[src/rtl/uart_tx_if.sv]
// ============================================================================
// Module   : uart_tx_if
// Purpose  : Byte valid/ready handshake into the UART transmitter FIFO.
// Revision : 1.0 - initial release
// ============================================================================
`default_nettype none

interface uart_tx_if;
    logic [7:0] i_TX_Byte;
    logic       i_TX_Valid;
    logic       o_TX_Ready;

    modport master (output i_TX_Byte, output i_TX_Valid, input  o_TX_Ready);
    modport slave  (input  i_TX_Byte, input  i_TX_Valid, output o_TX_Ready);
endinterface

`default_nettype wire

[src/rtl/uart_transmitter.sv]
// ============================================================================
// Module   : uart_transmitter
// Purpose  : FIFO-buffered 8N1 UART transmitter with registered serial output.
// Revision : 1.0 - initial release
// ============================================================================
`default_nettype none

module uart_transmitter #(
    parameter int CLKS_PER_BIT = 87,
    parameter int FIFO_DEPTH   = 4
) (
    input  wire logic  i_clock,
    input  wire logic  i_reset_n,
    uart_tx_if.slave   s_tx,
    output logic       o_TX_Serial,
    output logic       o_TX_Active,
    output logic       o_TX_Done
);

    localparam int c_PTR_W = (FIFO_DEPTH > 1) ? $clog2(FIFO_DEPTH) : 1;
    localparam int c_CNT_W = (CLKS_PER_BIT > 1) ? $clog2(CLKS_PER_BIT) : 1;
    localparam logic [c_PTR_W:0]   c_FULL_CNT = (c_PTR_W+1)'(FIFO_DEPTH);
    localparam logic [c_CNT_W-1:0] c_LAST_CLK = c_CNT_W'(CLKS_PER_BIT - 1);

    typedef enum logic [1:0] {
        S_IDLE  = 2'd0,
        S_START = 2'd1,
        S_DATA  = 2'd2,
        S_STOP  = 2'd3
    } t_state;

    logic [7:0]         r_mem [FIFO_DEPTH];
    logic [c_PTR_W-1:0] r_wr_ptr;
    logic [c_PTR_W-1:0] r_rd_ptr;
    logic [c_PTR_W:0]   r_count;

    t_state             r_state;
    t_state             w_state_nxt;
    logic [c_CNT_W-1:0] r_clk_cnt;
    logic [c_CNT_W-1:0] w_clk_cnt_nxt;
    logic [2:0]         r_bit_idx;
    logic [2:0]         w_bit_idx_nxt;
    logic [7:0]         r_shift;
    logic [7:0]         w_shift_nxt;

    logic               w_full;
    logic               w_empty;
    logic               w_push;
    logic               w_pop;
    logic               w_serial;
    logic               w_active;
    logic               w_stop_end;
    logic               w_bit_end;
    logic               r_stop_end;

    assign w_full          = (r_count == c_FULL_CNT);
    assign w_empty         = (r_count == '0);
    assign w_push          = s_tx.i_TX_Valid && !w_full;
    assign s_tx.o_TX_Ready = !w_full;
    assign w_bit_end       = (r_clk_cnt == c_LAST_CLK);

    always_ff @(posedge i_clock) begin
        if (w_push) begin
            r_mem[r_wr_ptr] <= s_tx.i_TX_Byte;
        end
    end

    // Pointers are exactly log2(FIFO_DEPTH) bits, so increments wrap by themselves.
    always_ff @(posedge i_clock or negedge i_reset_n) begin
        if (!i_reset_n) begin
            r_wr_ptr <= '0;
            r_rd_ptr <= '0;
            r_count  <= '0;
        end else begin
            if (w_push) begin
                r_wr_ptr <= r_wr_ptr + c_PTR_W'(1);
            end
            if (w_pop) begin
                r_rd_ptr <= r_rd_ptr + c_PTR_W'(1);
            end
            case ({w_push, w_pop})
                2'b10:   r_count <= r_count + (c_PTR_W+1)'(1);
                2'b01:   r_count <= r_count - (c_PTR_W+1)'(1);
                default: r_count <= r_count;
            endcase
        end
    end

    always_ff @(posedge i_clock or negedge i_reset_n) begin
        if (!i_reset_n) begin
            r_state   <= S_IDLE;
            r_clk_cnt <= '0;
            r_bit_idx <= '0;
            r_shift   <= '0;
        end else begin
            r_state   <= w_state_nxt;
            r_clk_cnt <= w_clk_cnt_nxt;
            r_bit_idx <= w_bit_idx_nxt;
            r_shift   <= w_shift_nxt;
        end
    end

    always_comb begin
        w_state_nxt   = r_state;
        w_clk_cnt_nxt = r_clk_cnt;
        w_bit_idx_nxt = r_bit_idx;
        w_shift_nxt   = r_shift;
        w_pop         = 1'b0;
        w_serial      = 1'b1;
        w_active      = 1'b0;
        w_stop_end    = 1'b0;
        case (r_state)
            S_IDLE: begin
                if (!w_empty) begin
                    w_pop         = 1'b1;
                    w_shift_nxt   = r_mem[r_rd_ptr];
                    w_clk_cnt_nxt = '0;
                    w_state_nxt   = S_START;
                end
            end
            S_START: begin
                w_serial = 1'b0;
                w_active = 1'b1;
                if (w_bit_end) begin
                    w_clk_cnt_nxt = '0;
                    w_bit_idx_nxt = '0;
                    w_state_nxt   = S_DATA;
                end else begin
                    w_clk_cnt_nxt = r_clk_cnt + c_CNT_W'(1);
                end
            end
            S_DATA: begin
                w_serial = r_shift[r_bit_idx];
                w_active = 1'b1;
                if (w_bit_end) begin
                    w_clk_cnt_nxt = '0;
                    if (r_bit_idx == 3'd7) begin
                        w_state_nxt = S_STOP;
                    end else begin
                        w_bit_idx_nxt = r_bit_idx + 3'd1;
                    end
                end else begin
                    w_clk_cnt_nxt = r_clk_cnt + c_CNT_W'(1);
                end
            end
            S_STOP: begin
                w_active = 1'b1;
                if (w_bit_end) begin
                    w_clk_cnt_nxt = '0;
                    w_stop_end    = 1'b1;
                    w_state_nxt   = S_IDLE;
                end else begin
                    w_clk_cnt_nxt = r_clk_cnt + c_CNT_W'(1);
                end
            end
            default: begin
                w_state_nxt = S_IDLE;
            end
        endcase
    end

    // Line outputs trail the state by one cycle; Done is delayed one more so it
    // lands in the idle cycle the line actually shows after the stop bit.
    always_ff @(posedge i_clock or negedge i_reset_n) begin
        if (!i_reset_n) begin
            o_TX_Serial <= 1'b1;
            o_TX_Active <= 1'b0;
            r_stop_end  <= 1'b0;
            o_TX_Done   <= 1'b0;
        end else begin
            o_TX_Serial <= w_serial;
            o_TX_Active <= w_active;
            r_stop_end  <= w_stop_end;
            o_TX_Done   <= r_stop_end;
        end
    end

endmodule

`default_nettype wire

[src/flat_wrapper.sv]
// flat-port wrapper written by rule: the top's interface ports become plain ports
module uart_transmitter_flat 
#(
    parameter int CLKS_PER_BIT = 87,
    parameter int FIFO_DEPTH   = 4
)
  (i_clock, i_reset_n, o_TX_Serial, o_TX_Active, o_TX_Done, s_tx_i_TX_Byte, s_tx_i_TX_Valid, s_tx_o_TX_Ready);
  uart_tx_if s_tx_i ();
  input  wire logic i_clock;
  input  wire logic i_reset_n;
  output logic o_TX_Serial;
  output logic o_TX_Active;
  output logic o_TX_Done;
  input wire logic [$bits(s_tx_i.i_TX_Byte)-1:0] s_tx_i_TX_Byte;
  input wire logic [$bits(s_tx_i.i_TX_Valid)-1:0] s_tx_i_TX_Valid;
  output wire logic [$bits(s_tx_i.o_TX_Ready)-1:0] s_tx_o_TX_Ready;
  assign s_tx_i.i_TX_Byte = s_tx_i_TX_Byte;
  assign s_tx_i.i_TX_Valid = s_tx_i_TX_Valid;
  assign s_tx_o_TX_Ready = s_tx_i.o_TX_Ready;
  uart_transmitter #(.CLKS_PER_BIT(CLKS_PER_BIT), .FIFO_DEPTH(FIFO_DEPTH)) u_core (.i_clock(i_clock), .i_reset_n(i_reset_n), .s_tx(s_tx_i), .o_TX_Serial(o_TX_Serial), .o_TX_Active(o_TX_Active), .o_TX_Done(o_TX_Done));
endmodule
[config.mk]
export PLATFORM = sky130hd
export DESIGN_NAME = uart_transmitter_flat
export DESIGN_NICKNAME = d
export VERILOG_FILES = /design/src/rtl/uart_tx_if.sv /design/src/rtl/uart_transmitter.sv /design/src/flat_wrapper.sv
export SDC_FILE = /design/constraint.sdc
export NUM_CORES = 1
export LEC_CHECK = 0
export ABC_CLOCK_PERIOD_IN_PS = 6010
export BUFFER_PORTS_ARGS = -buffer_cell sky130_fd_sc_hd__buf_2
export CAP_MARGIN = 0
export CORE_ASPECT_RATIO = 1.5
export CORE_UTILIZATION = 40
export CTS_CLUSTER_DIAMETER = 200
export DETAILED_ROUTE_END_ITERATION = 8
export SLEW_MARGIN = 20
export SYNTH_ARGS = -nofsm -noshare
export SYNTH_HDL_FRONTEND = slang
export SYNTH_SLANG_ARGS = --single-unit
[constraint.sdc]
create_clock -name i_clock -period 6.01 [get_ports i_clock]
set_clock_uncertainty 0.1 [all_clocks]
set_input_delay 0.601 -clock i_clock [delete_from_list [all_inputs] [get_ports i_clock]]
set_output_delay 0.601 -clock i_clock [all_outputs]
set_load 0.05 [all_outputs]
==> results.yml, run 1 <==
outcome:
  status: "complete, no violations"
sta:
  rsz0062_at_grt: "no"
  worst_pin_slew_ns: 0.899
  fin_crit_ns: 3.19
  setup_viol: 0
  hold_ws_ns: 0.208
  max_freq_ghz: 0.313
  setup_slack_ns: 2.82
  period_share_pct: 53.1
  tns_ns: 0
  drv_slew: 0
  hold_violations: 0
  slew_headroom_pct: 39.8
yosys:
  synth-edff-count: 32
  mappedNetlistNets: 198
  ys_seq_area_share_pct: 63.8
  synth_cell_types: 35
  synth_area_um2: 2730
  ys_ff_latch: 63
  ys_warn_count: 0
  synthCells: 173
  synth_area_per_cell_um2: 15.8
  synth_flop_cell: "edfxtp_1"
  async_reset_ff_share_pct: 49.2
placed_design:
  port-buffer-count: 14
  gp_congestion: 0.760
  pre_cts_ws_ns: 2.79
  dp_hpwl_um: 3210
clock_network:
  cts.sinks: 63
  clkTransAtPathRegs_ns: 0.07
  cts_setup_buffers: 0
  cts_tree: "done"
  cts_max_path_buffers: 2
  cts_made_buffers: 9
  cts_root_buf: "clkbuf_8"
  clk_latency_ns: 0.34
  cts_max_level: 3
  cts_hold_buf: 0
  ctsResizeCount: 0
critical_path:
  r2r-end: "u_core.r_count[2]$_DFFE_PN0P_"
  reg2reg_depth: 10
  cp.arrival_ns: 3.35
  crit_fanout: 11
  start_kind: "flop"
  rrSetupSlack_ns: 2.82
  crit_path_end: "u_core.r_count[2]$_DFFE_PN0P_"
  cp-end-kind: "flop"
  reg2reg_from: "u_core.r_state[1]$_DFFE_PN0P_"
  crit_start: "u_core.r_state[1]$_DFFE_PN0P_"
  cp.required_ns: 6.17
  path_class: "reg -> reg"
global_route:
  grt_max_degree: 32
  grt_pass1_vias: 1638
  grt_pass1_wl_um: 7690
  grt_use_total_pct: 14.8
  antenna_found_initial: 0
  grt_overflow: 0
run:
  drv_cap: 0
pwr:
  power_density_nw_per_um2: 342
  p_leak_uw: 0.00126
  ir_worst_vdd_mv: 0.197
  power_uw: 1040
floorplan:
  initial_core_util_pct: 41.7
  core_um2: 6530
  fp.dieW_um: 69.4
  core.rowCount: 36
  dieArea_um2: 7150
  fp.dieH_um: 103
  io_pins: 15
cells_and_area:
  finalNetCount: 218
  fill_cells: 571
  diodes: 0
  fin_util_pct: 46.8
  mostFrequentLayoutCell: "edfxtp_1"
  mostFrequentLayoutCells: "edfxtp_1 (32), dfrtp_1 (30), buf_2 (14), ha_1 (13), mux2_2 (11)"
  area_delta_synth_final_pct: 12.2
  drive_gt1_share_pct: 27.8
routing:
  firstDrtPassIters: 4
  routed_wl_um: 4630
  ant_nets: 0
  drt_iter0_drc: 56
  vias: 1482
  drc: 0
  post_drt_wl_per_cell_um: 16.9
  via_per_inst: 5.41
worst_hold_path:
  hold_class: "in -> async"
-- per-stage QoR --
| stage | cell area, um2 | cells |
|---|---|---|
| floorplan | 2730 | 173 |
| global route | 3060 | 274 |
| CTS | 3060 | 274 |
| finish | 3060 | 274 |
| detailed placement | 2870 | 258 |
| global placement | 2870 | 258 |
-- synthesized netlist by cell type, drive strengths merged, types with 4 or more instances --
library cell	n	share of area, %
mux2	11	4.5
dfrtp	30	28
edfxtp	32	35
inv	10	1.4
and3	6	1.4
nor2	6	0.83
nand3	5	0.92
a31oi	6	1.4
o21ai	4	0.73
nand2	5	0.69
ha	13	6.0
mux4	10	8.3
-- cells by family (layout without fill, tap and decap cells) --
logic type	after synthesis	count (layout)	synth area share [%]
AO/OA/AOI/OAI	19	19	4.87
XOR/XNOR	6	6	1.93
adder cells (fa/ha/maj)	14	14	6.70
buffers and inverters	15	40	2.20
flip-flops	63	63	63.8
AND/OR/NAND/NOR	33	33	6.98
multiplexers	23	23	13.5
-- worst min path at each step --
stage,end
6_report,u_core.r_bit_idx[2]$_DFFE_PN0P_
5_1_grt,u_core.r_count[2]$_DFFE_PN0P_
4_1_cts,u_core.r_shift[6]$_DFFE_PN0P_
3_5_place_dp,u_core.o_TX_Done$_DFF_PN0_
3_3_place_gp,u_core.o_TX_Done$_DFF_PN0_
2_1_floorplan,u_core.o_TX_Active$_DFF_PN0_
-- critical path, cell delays in order (launching register included) --
cell	delay [ns]
dfrtp_1	0.42
inv_1	0.10
ha_1	0.38
inv_1	0.16
nor2_1	0.72
ha_1	0.31
inv_1	0.07
fa_1	0.43
xor2_1	0.15
nor2_1	0.12
xor2_1	0.17
-- layout make-up --
| class | count | area (um2) | area share [%] |
|---|---|---|---|
| clock buffers | 10 | 128 | 4.18 |
| clock inverters | 6 | 61.3 | 2.01 |
| inverters | 10 | 37.5 | 1.23 |
| multi-input cells | 95 | 927 | 30.3 |
| flip-flops and latches | 63 | 1740 | 56.9 |
| well taps | 76 | 95.1 | 3.11 |
| repair buffers | 14 | 70.1 | 2.29 |
-- per-layer routing --
layer  routed length [um]  vias to the layer above  GRT usage, %  share of wire (%)
met3                  123                       11          3.62                2.7
met2                 2580                       32          27.6                 56
met1                 1790                      757          14.3                 39
met5                    0                        -             0                  0
met4                  143                        0          10.7                3.1
li1                     -                      682             -                  -
-- sequential cells by signal, indices dropped and copies added, names as in the netlist --
register,flops
u_core.o_TX_Active,1
u_core.o_TX_Done,1
u_core.r_state,2
u_core.r_wr_ptr,2
u_core.r_shift,8
u_core.r_stop_end,1
u_core.r_rd_ptr,2
u_core.o_TX_Serial,1
u_core.r_count,3
u_core.r_clk_cnt,7
u_core.r_bit_idx,3
u_core.r_mem,32
-- power by group --
group	switching, uW	internal (uW)
clock	162	189
sequential	30.8	521
combinational	88.3	52.8
total	281	763
Power figures use the tool's default switching activity.
==> run 2: changes to the inputs <==
ABC_CLOCK_PERIOD_IN_PS = 3100   (was 6010)
clock period = 3.1 ns   (was 6.01 ns; I/O delays follow)
==> results.yml, run 2 (synthesis gave the netlist of run 1 again) <==
outcome:
  status: "complete, no violations"
sta:
  tns_ns: 0
  hold_violations: 0
  worst_pin_slew_ns: 0.713
  period_share_pct: 82.3
  setup_viol: 0
  slew_headroom_pct: 52.5
  fin_crit_ns: 2.55
  drv_slew: 0
  max_freq_ghz: 0.392
  setup_slack_ns: 0.549
  rsz0062_at_grt: "no"
placed_design:
  pre_cts_ws_ns: 0.564
  gp_congestion: 0.804
  port-buffer-count: 14
  placed_cell_area_um2: 2880
  dp_hpwl_um: 3100
cells_and_area:
  reg.largest.list: "u_core.r_mem (32), u_core.r_shift (8), u_core.r_clk_cnt (7)"
  mostFrequentLayoutCell: "edfxtp_1"
  drive_gt1_share_pct: 29.0
  multi_input_area_um2: 927
  mostFrequentLayoutCells: "edfxtp_1 (32), dfrtp_1 (30), buf_2 (14), ha_1 (13), mux2_2 (11)"
  regMostFlops: "u_core.r_mem"
  finalNetCount: 220
  design_area_um2: 3110
  diodes: 0
  largest_reg_flops: 32
  seq_area_um2: 1740
  area_delta_synth_final_pct: 14.0
  fill_cells: 541
clock_network:
  cts_max_path_buffers: 2
  cts_tree: "done"
  cts_setup_buffers: 0
  clkTransAtPathRegs_ns: 0.07
  cts_made_buffers: 9
  cts_root_buf: "clkbuf_8"
  clk_latency_ns: 0.33
  cts.sinks: 63
  cts_max_level: 3
floorplan:
  initial_core_util_pct: 41.7
  fp.dieH_um: 103
  io_pins: 15
  core_um2: 6530
  fp.dieW_um: 69.4
  dieArea_um2: 7150
  core.rowCount: 36
critical_path:
  cp.buffers_inverters: 3
  cp_slowest_cell: "fa_1"
  path_class: "reg -> reg"
  critical-path-top-delay-family: "adder cells"
  cp-end-kind: "flop"
  reg2reg_depth: 10
  cp.depth: 10
  crit_fanout: 11
  cp_common_cell: "inv_1"
  max_stage_delay_ns: 0.43
  crit_path_cell_trace: "inv_1 -> ha_1 -> inv_1 -> nor2_1 -> ha_1 -> inv_1 -> fa_1 -> xor2_1 -> nor2_1 -> xor2_1"
  cp.arrival_ns: 2.70
  cp.required_ns: 3.25
  start_kind: "flop"
pwr:
  power_density_nw_per_um2: 684
  ir_worst_vdd_mv: 0.465
  p_leak_uw: 0.00129
global_route:
  grt_pass1_vias: 1540
  grt_pass1_wl_um: 7470
  grt_overflow: 0
  grt_use_total_pct: 14.2
  grt_max_degree: 32
  antenna_found_initial: 0
routing:
  drc: 0
  drt_iter0_drc: 43
  vias: 1467
  via_per_inst: 5.32
  ant_nets: 0
  routed_wl_um: 4390
  post_drt_wl_per_cell_um: 15.9
  firstDrtPassIters: 4
worst_hold_path:
  min_path_cells: 1
  hold_class: "in -> reg"
run:
  drv_cap: 0
[run 2: path summary, 6_finish.rpt]
kind                                                    to                          start  slack (ns)
setup / recovery             u_core.r_count[2]$_DFFE_PN0P_  u_core.r_state[0]$_DFFE_PN0P_        0.55
hold / removal                u_core.r_mem[2][2]$_DFFE_PP_              s_tx_i_TX_Byte[2]        0.09
setup reg to reg             u_core.r_count[2]$_DFFE_PN0P_  u_core.r_state[0]$_DFFE_PN0P_        0.55
hold reg to reg                 u_core.o_TX_Done$_DFF_PN0_    u_core.r_stop_end$_DFF_PN0_        0.26
max in group asynchronous    u_core.r_shift[3]$_DFFE_PN0P_                      i_reset_n        1.98
min in group asynchronous  u_core.r_clk_cnt[4]$_DFFE_PN0N_                      i_reset_n        0.45
[run 2: metrics by stage]
stage               total power [uW]  util (%)  hold WS, ns  std cells
global route                    2220      47.5       0.0745        276
CTS                             2150      47.5       0.0695        276
floorplan                       1260         -      -0.0856        173
detailed placement              1370      44.0        0.243        259
finish                          2120      47.5       0.0868        276
global placement                1330      44.0        0.241        259
[run 2: area by class of cell]
cell class / count / area share, %
timing repair buffer: 16 / 2.82
inverter: 10 / 1.21
tap: 76 / 3.06
multi-input combinational: 95 / 29.9
sequential: 63 / 56.0
clock buffer: 9 / 3.99
clock inverter: 7 / 3.10
[run 2: timing repair]
action / CTS / global route
hold endpoints to repair: 30 / 0
gates resized for setup: 0 / 0
hold buffers: 1 / 0
[run 2: per-layer routing]
layer | part of all wire (%) | global-route usage (%) | routed length (um) | vias to the layer above
met5 | 0 | 0 | 0 | -
met4 | 1.8 | 9.89 | 77 | 0
met3 | 3.5 | 3.62 | 153 | 8
met2 | 55 | 24.7 | 2400 | 31
met1 | 40 | 15.2 | 1760 | 734
li1 | - | - | - | 694
[run 2: power breakdown]
group	leakage, uW	internal [uW]	total, uW	switching, uW
sequential	0.000667	1010	1070	56.3
combinational	0.000515	106	279	172
clock	0.000103	453	778	325
total	0.00129	1570	2120	554
